### src/rtl/serial_uart_bridge_pkg.sv
// Shared definitions for the serial UART bridge: FSM encodings, frame width and line levels.
package serial_uart_bridge_pkg;

  typedef enum logic [1:0] {
    ST_IDLE  = 2'd0,
    ST_START = 2'd1,
    ST_DATA  = 2'd2,
    ST_STOP  = 2'd3
  } serial_state_e;

  localparam int   DATA_BITS = 8;
  localparam logic LINE_IDLE = 1'b1;

endpackage

### src/rtl/serial_fifo.sv
// First-word-fall-through FIFO with full/empty/count; a pop makes room for a push in the same cycle.
module serial_fifo #(
  parameter int WIDTH = 8,
  parameter int DEPTH = 8
) (
  input  logic                       clock,
  input  logic                       reset,
  input  logic                       push,
  input  logic [WIDTH-1:0]           push_data,
  input  logic                       pop,
  output logic [WIDTH-1:0]           pop_data,
  output logic                       full,
  output logic                       empty,
  output logic [$clog2(DEPTH+1)-1:0] count
);

  localparam int AW = $clog2(DEPTH);
  localparam int CW = $clog2(DEPTH + 1);

  logic [WIDTH-1:0] mem_q [DEPTH];
  logic [AW-1:0]    wr_ptr_q, wr_ptr_d;
  logic [AW-1:0]    rd_ptr_q, rd_ptr_d;
  logic [CW-1:0]    count_q, count_d;
  logic             push_ok, pop_ok;

  assign empty    = (count_q == '0);
  assign full     = (count_q == CW'(DEPTH));
  assign count    = count_q;
  // Head reads as zero while empty so the consumer never sees stale data.
  assign pop_data = empty ? '0 : mem_q[rd_ptr_q];

  always_comb begin
    pop_ok   = pop && !empty;
    push_ok  = push && (!full || pop_ok);
    wr_ptr_d = wr_ptr_q;
    rd_ptr_d = rd_ptr_q;
    count_d  = count_q;
    if (push_ok) wr_ptr_d = wr_ptr_q + AW'(1);
    if (pop_ok)  rd_ptr_d = rd_ptr_q + AW'(1);
    case ({push_ok, pop_ok})
      2'b10:   count_d = count_q + CW'(1);
      2'b01:   count_d = count_q - CW'(1);
      default: count_d = count_q;
    endcase
  end

  always_ff @(posedge clock) begin
    if (!reset) begin
      wr_ptr_q <= '0;
      rd_ptr_q <= '0;
      count_q  <= '0;
    end else begin
      wr_ptr_q <= wr_ptr_d;
      rd_ptr_q <= rd_ptr_d;
      count_q  <= count_d;
    end
  end

  always_ff @(posedge clock) begin
    if (push_ok) mem_q[wr_ptr_q] <= push_data;
  end

endmodule

### src/rtl/serial_uart_bridge.sv
// Bridges the processor's serial byte port to an 8N1 UART pin pair through a TX FIFO and an RX FIFO.
module serial_uart_bridge
  import serial_uart_bridge_pkg::*;
#(
  parameter int CLKS_PER_BIT = 434,
  parameter int FIFO_DEPTH   = 8
) (
  input  logic                 clock,
  input  logic                 reset,
  input  logic [DATA_BITS-1:0] cpu_tx_data,
  input  logic                 cpu_tx_wren,
  output logic                 cpu_tx_ready,
  output logic [DATA_BITS-1:0] cpu_rx_data,
  output logic                 cpu_rx_valid,
  input  logic                 cpu_rx_rden,
  output logic                 uart_txd,
  input  logic                 uart_rxd,
  output logic                 rx_overrun,
  output logic                 rx_frame_err
);

  localparam int CNT_W = $clog2(CLKS_PER_BIT);
  localparam int CW    = $clog2(FIFO_DEPTH + 1);
  localparam logic [CNT_W-1:0] BIT_LAST  = CNT_W'(CLKS_PER_BIT - 1);
  localparam logic [CNT_W-1:0] HALF_LAST = CNT_W'(CLKS_PER_BIT / 2 - 1);
  localparam logic [2:0]       IDX_LAST  = 3'(DATA_BITS - 1);

  logic [DATA_BITS-1:0] tx_head;
  logic                 tx_full, tx_empty, tx_push, tx_pop;
  logic [CW-1:0]        tx_count, rx_count;
  logic                 rx_full, rx_empty, rx_push;
  logic                 unused_counts;

  assign tx_push       = cpu_tx_wren && !tx_full;
  assign cpu_tx_ready  = !tx_full;
  assign cpu_rx_valid  = !rx_empty;
  assign unused_counts = ^{tx_count, rx_count};

  serial_fifo #(.WIDTH(DATA_BITS), .DEPTH(FIFO_DEPTH)) u_tx_fifo (
    .clock(clock), .reset(reset),
    .push(tx_push), .push_data(cpu_tx_data),
    .pop(tx_pop), .pop_data(tx_head),
    .full(tx_full), .empty(tx_empty), .count(tx_count)
  );

  // ---------------- transmitter ----------------
  serial_state_e        tx_state_q, tx_state_d;
  logic [CNT_W-1:0]     tx_cnt_q, tx_cnt_d;
  logic [2:0]           tx_idx_q, tx_idx_d;
  logic [DATA_BITS-1:0] tx_shift_q, tx_shift_d;
  logic                 txd_q, txd_d;

  assign uart_txd = txd_q;

  always_ff @(posedge clock) begin
    if (!reset) begin
      tx_state_q <= ST_IDLE;
      tx_cnt_q   <= '0;
      tx_idx_q   <= '0;
      tx_shift_q <= '0;
      txd_q      <= LINE_IDLE;
    end else begin
      tx_state_q <= tx_state_d;
      tx_cnt_q   <= tx_cnt_d;
      tx_idx_q   <= tx_idx_d;
      tx_shift_q <= tx_shift_d;
      txd_q      <= txd_d;
    end
  end

  always_comb begin
    tx_state_d = tx_state_q;
    tx_cnt_d   = tx_cnt_q;
    tx_idx_d   = tx_idx_q;
    tx_shift_d = tx_shift_q;
    tx_pop     = 1'b0;
    unique case (tx_state_q)
      ST_IDLE: begin
        if (!tx_empty) begin
          tx_pop     = 1'b1;
          tx_shift_d = tx_head;
          tx_cnt_d   = BIT_LAST;
          tx_state_d = ST_START;
        end
      end
      ST_START: begin
        if (tx_cnt_q == '0) begin
          tx_cnt_d   = BIT_LAST;
          tx_idx_d   = '0;
          tx_state_d = ST_DATA;
        end else begin
          tx_cnt_d = tx_cnt_q - CNT_W'(1);
        end
      end
      ST_DATA: begin
        if (tx_cnt_q == '0) begin
          tx_cnt_d   = BIT_LAST;
          tx_shift_d = {1'b0, tx_shift_q[DATA_BITS-1:1]};
          if (tx_idx_q == IDX_LAST) tx_state_d = ST_STOP;
          else                      tx_idx_d   = tx_idx_q + 3'd1;
        end else begin
          tx_cnt_d = tx_cnt_q - CNT_W'(1);
        end
      end
      ST_STOP: begin
        // A queued byte chains straight into the next start bit.
        if (tx_cnt_q == '0) begin
          if (!tx_empty) begin
            tx_pop     = 1'b1;
            tx_shift_d = tx_head;
            tx_cnt_d   = BIT_LAST;
            tx_state_d = ST_START;
          end else begin
            tx_state_d = ST_IDLE;
          end
        end else begin
          tx_cnt_d = tx_cnt_q - CNT_W'(1);
        end
      end
      default: tx_state_d = ST_IDLE;
    endcase
  end

  always_comb begin
    txd_d = LINE_IDLE;
    unique case (tx_state_q)
      ST_START: txd_d = !LINE_IDLE;
      ST_DATA:  txd_d = tx_shift_q[0];
      default:  txd_d = LINE_IDLE;
    endcase
  end

  // ---------------- receiver ----------------
  serial_state_e        rx_state_q, rx_state_d;
  logic [CNT_W-1:0]     rx_cnt_q, rx_cnt_d;
  logic [2:0]           rx_idx_q, rx_idx_d;
  logic [DATA_BITS-1:0] rx_shift_q, rx_shift_d;
  logic                 rxd_meta_q, rxd_meta_d, rxd_sync_q, rxd_sync_d, rxd_prev_q, rxd_prev_d;
  logic                 rx_overrun_q, rx_overrun_d, rx_frame_err_q, rx_frame_err_d;
  logic                 rx_fall, rx_stop_sample;

  assign rx_overrun   = rx_overrun_q;
  assign rx_frame_err = rx_frame_err_q;

  serial_fifo #(.WIDTH(DATA_BITS), .DEPTH(FIFO_DEPTH)) u_rx_fifo (
    .clock(clock), .reset(reset),
    .push(rx_push), .push_data(rx_shift_q),
    .pop(cpu_rx_rden), .pop_data(cpu_rx_data),
    .full(rx_full), .empty(rx_empty), .count(rx_count)
  );

  // The synchroniser keeps tracking the line through reset, so a line held low
  // across reset shows no 1->0 transition afterwards.
  always_comb begin
    rxd_meta_d = uart_rxd;
    rxd_sync_d = rxd_meta_q;
    rxd_prev_d = rxd_sync_q;
  end

  always_ff @(posedge clock) begin
    rxd_meta_q <= rxd_meta_d;
    rxd_sync_q <= rxd_sync_d;
    rxd_prev_q <= rxd_prev_d;
  end

  assign rx_fall = (rxd_prev_q == LINE_IDLE) && (rxd_sync_q != LINE_IDLE);

  always_ff @(posedge clock) begin
    if (!reset) begin
      rx_state_q     <= ST_IDLE;
      rx_cnt_q       <= '0;
      rx_idx_q       <= '0;
      rx_shift_q     <= '0;
      rx_overrun_q   <= 1'b0;
      rx_frame_err_q <= 1'b0;
    end else begin
      rx_state_q     <= rx_state_d;
      rx_cnt_q       <= rx_cnt_d;
      rx_idx_q       <= rx_idx_d;
      rx_shift_q     <= rx_shift_d;
      rx_overrun_q   <= rx_overrun_d;
      rx_frame_err_q <= rx_frame_err_d;
    end
  end

  always_comb begin
    rx_state_d = rx_state_q;
    rx_cnt_d   = rx_cnt_q;
    rx_idx_d   = rx_idx_q;
    rx_shift_d = rx_shift_q;
    unique case (rx_state_q)
      ST_IDLE: begin
        if (rx_fall) begin
          rx_cnt_d   = HALF_LAST;
          rx_state_d = ST_START;
        end
      end
      ST_START: begin
        if (rx_cnt_q == '0) begin
          if (rxd_sync_q == LINE_IDLE) begin
            rx_state_d = ST_IDLE;
          end else begin
            rx_cnt_d   = BIT_LAST;
            rx_idx_d   = '0;
            rx_state_d = ST_DATA;
          end
        end else begin
          rx_cnt_d = rx_cnt_q - CNT_W'(1);
        end
      end
      ST_DATA: begin
        if (rx_cnt_q == '0) begin
          rx_cnt_d   = BIT_LAST;
          rx_shift_d = {rxd_sync_q, rx_shift_q[DATA_BITS-1:1]};
          if (rx_idx_q == IDX_LAST) rx_state_d = ST_STOP;
          else                      rx_idx_d   = rx_idx_q + 3'd1;
        end else begin
          rx_cnt_d = rx_cnt_q - CNT_W'(1);
        end
      end
      ST_STOP: begin
        if (rx_cnt_q == '0) rx_state_d = ST_IDLE;
        else                rx_cnt_d   = rx_cnt_q - CNT_W'(1);
      end
      default: rx_state_d = ST_IDLE;
    endcase
  end

  always_comb begin
    rx_stop_sample = (rx_state_q == ST_STOP) && (rx_cnt_q == '0);
    rx_push        = rx_stop_sample && (rxd_sync_q == LINE_IDLE);
    rx_overrun_d   = rx_overrun_q || (rx_push && rx_full && !cpu_rx_rden);
    rx_frame_err_d = rx_frame_err_q || (rx_stop_sample && (rxd_sync_q != LINE_IDLE));
  end

endmodule

### config.mk
export PLATFORM = sky130hd
export DESIGN_NAME = serial_uart_bridge
export DESIGN_NICKNAME = d
export VERILOG_FILES = /design/src/rtl/serial_uart_bridge_pkg.sv /design/src/rtl/serial_fifo.sv /design/src/rtl/serial_uart_bridge.sv
export SDC_FILE = /design/constraint.sdc
export NUM_CORES = 1
export LEC_CHECK = 0
export CAP_MARGIN = 10
export CORE_MARGIN = 2
export CORE_UTILIZATION = 35
export DETAILED_ROUTE_END_ITERATION = 8
export GPL_ROUTABILITY_DRIVEN = 1
export PLACE_DENSITY = 0.59
export SLEW_MARGIN = 10
export SYNTH_ARGS = -nofsm -noshare
export SYNTH_HDL_FRONTEND = slang
export SYNTH_HIERARCHICAL = 1
export SYNTH_SLANG_ARGS = --single-unit
### constraint.sdc
create_clock -name clock -period 5.9 [get_ports clock]
set_clock_uncertainty 0.2 [all_clocks]
set_input_delay 1.475 -clock clock [delete_from_list [all_inputs] [get_ports clock]]
set_output_delay 1.475 -clock clock [all_outputs]
set_load 0.005 [all_outputs]
==> metrics.yaml <==
pwr:
  powerDensity_nw_per_um2: 455
  p_seq_share_pct: 38.3
  p_sw_mw: 1.57
  switching_share_pct: 32.7
  pwr-share-clk_pct: 28.6
  p_int_mw: 3.22
  ir_worst_vdd_uv: 285
  p_comb_share_pct: 33.1
  p_leak_nw: 3.51
critical_path:
  end_kind: "output pin"
  path_class: "flop to output pin"
  r2r-end: "u_tx_fifo/mem_q[4][6]"
  rrSetupSlack_ns: 1.98
  cp_data_arrival_time_ns: 2.47
  r2r-start: "tx_cnt_q[1]"
  worstPathMaxFanout: 16
  start_kind: "flop"
  cp.required_ns: 4.22
  r2r_cells: 10
synthesis:
  yosysTopAreaCell: "edfxtp_1"
  yosys-top-cells-count: "edfxtp_1 (128), dfxtp_1 (76), nor2_1 (61)"
  netlist_area_um2: 9240
  synth_flop_cell: "edfxtp_1"
  yosys_register_bits: 204
  synth_edf_count: 128
  synth_warnings: 6
  yosysUniqueCellTypes: 70
  syn-num-nets: 750
  yosysMostFrequentCell: "edfxtp_1"
  ys_seq_area_share_pct: 58.1
  synthArstFlopShare_pct: 0
  synth_area_leaders: "edfxtp_1 (42%), dfxtp_1 (16%), mux4_2 (7.8%)"
  postSynthAreaPerCell_um2: 13.0
  synthCells: 710
  yosysTopAreaCellShare_pct: 41.6
die:
  fp.dieW_um: 166
  die_h_um: 166
  core_um2: 26000
  start_util_pct: 35.6
  std_cell_rows: 59
  ios: 26
  dieArea_um2: 27700
clock_network:
  h-tree-depth: 1
  clock-root-buffer: "clkbuf_16"
  cts_buffers: 22
  cts_setup_buffers: 0
  clock_path_buffers: 3
  clock-sinks: 204
  clock_latency_ns: 0.49
  cts_resized: 0
  hold_buffers: 0
  cts_tree: "yes"
  path_clk_slew_ns: 0.06
timing:
  layout_worst_path_cycle_share_pct: 70.2
  relSlewSlack_pct: 24.4
  finalMaxSlewViolations: 0
  fmax_mhz: 241
  rsz0062_at_grt: "no"
  finalSetupTns_ns: 0
  hold_viol_final: 0
  worstMarginPinSlew_ns: 1.13
  finalSetupViolCount: 0
  fin_crit_ns: 4.14
final_layout:
  final_area_um2: 10500
  n_antenna_cell: 0
  utilization_pct: 40.5
  layout-drive-gt1-share_pct: 13.3
  multi_input_area_um2: 3580
  fin_nets: 771
  ff_latch_area_um2: 5370
  fillers: 2462
  area_growth_pct: 14.0
routing:
  wl_per_cell_um: 15.8
  wl_um: 17100
  vias: 5702
  dr.pass1.iters: 5
  vias_per_cell: 5.27
  drt-initial-drc-count: 325
  ant_nets: 0
  drc: 0
worst_hold_path:
  min_delay_path_depth: 0
  hp-class: "flop to flop"
  min_to: "rxd_prev_d"
  holdCritStartpoint: "rxd_meta_q"
grt:
  grt_start_max_net_pins: 24
  grtUsageTotal_pct: 12.4
  grt_overflow: 0
  antenna_found_initial: 0
  grt_pass1_vias: 5547
  grt_pass1_wl_um: 28800
run:
  maxCapViolations: 0
outcome:
  status: "complete, no violations"
placed_design:
  placed_area_um2: 9800
  portBuffers: 25
  gp_congestion: 0.791
  hpwl_um: 11500
-- routing by layer --
metal | global-route usage (%) | up-vias | wire [um]
met3 | 1.97 | 21 | 582
met5 | 0 | - | 0
li1 | - | 2772 | -
met1 | 17.1 | 2805 | 8130
met2 | 20.4 | 104 | 8050
met4 | 3.37 | 0 | 319
-- sequential cells by signal (all words and copies together), names as in the netlist, 2 cells and up, named ones only --
register            cells
u_tx_fifo/wr_ptr_q      3
tx_shift_q              8
tx_idx_q                3
rx_idx_q                3
u_rx_fifo/mem_q        64
tx_state_q              2
rx_cnt_q                9
u_rx_fifo/count         4
u_tx_fifo/mem_q        64
u_rx_fifo/wr_ptr_q      3
u_tx_fifo/rd_ptr_q      3
rx_shift_q              8
tx_cnt_q                9
u_tx_fifo/count         4
u_rx_fifo/rd_ptr_q      3
-- kinds of logic (layout without fill, tap and decap cells) --
logic type,after synthesis,count (layout),share of synthesized area [%]
compound gates,138,138,10.5
xor+xnor,16,16,1.52
fa+ha+maj,27,27,3.82
buf+inv,66,103,3.29
flops,204,204,58.1
mux,63,63,11.2
simple gates,196,196,11.7
-- power by group through the flow --
| stage | sequential [mW] | combinational, mW | clock [mW] |
|---|---|---|---|
| detailed placement | 1.86 | 1.59 | 0 |
| finish | 1.83 | 1.59 | 1.37 |
| CTS | 1.83 | 1.60 | 1.41 |
| global placement | 1.86 | 1.58 | 0 |
| floorplan | 1.76 | 1.33 | 0 |
| global route | 1.86 | 1.78 | 1.47 |
-- area by class of cell --
| class | instances | share of cell area, % |
|---|---|---|
| inverters | 27 | 0.962 |
| multi-input cells | 440 | 34.0 |
| flip-flops and latches | 204 | 50.9 |
| clock inverters | 11 | 1.26 |
| repair buffers | 36 | 3.16 |
| clock buffers | 29 | 5.68 |
| well taps | 335 | 3.98 |
-- worst max path at each step --
stage	depth (start not counted)	end
after global routing	4	cpu_rx_data[2]
final	4	cpu_rx_data[2]
after CTS	4	cpu_rx_data[2]
after detailed placement	4	u_tx_fifo/mem_q[4][4]
after floorplan	10	u_tx_fifo/mem_q[0][0]
after global placement	4	u_tx_fifo/mem_q[4][4]
-- worst max-delay path, cell delays in order, from the launching register on --
cell,delay [ns]
dfxtp_1,0.85
mux4_2,0.42
mux2i_1,0.17
nor2_1,0.05
clkdlybuf4s50_1,0.47
-- metrics by stage --
step	worst slack (ns)	hold WS, ns	cells	power, mW
global placement	1.48	0.115	1042	3.45
CTS	1.66	0.134	1082	4.85
global route	1.60	0.138	1082	5.11
finish	1.76	0.128	1082	4.79
floorplan	2.45	0.110	710	3.09
detailed placement	1.43	0.119	1042	3.46
-- cell usage in the layout (no fill, tap or decap), types with 5 or more instances in the layout --
cell type        count
mux4_2              32
o211ai_1             8
nor3_1              18
o311a_1              5
mux2i_1             30
inv_1               27
clkbuf_16           23
xor2_1               8
clkdlybuf4s50_1     25
nand3_1             21
xnor2_1              8
buf_4               11
dfxtp_1             76
clkbuf_1             6
nand4_1             11
o21ai_0             27
nand2_1             28
or3_1                7
a21oi_1             38
clkinv_1             5
a211oi_1            16
nand2b_1             8
edfxtp_1           128
ha_1                25
nor2_1              61
Note: power is estimated with default switching activity, not from simulation.
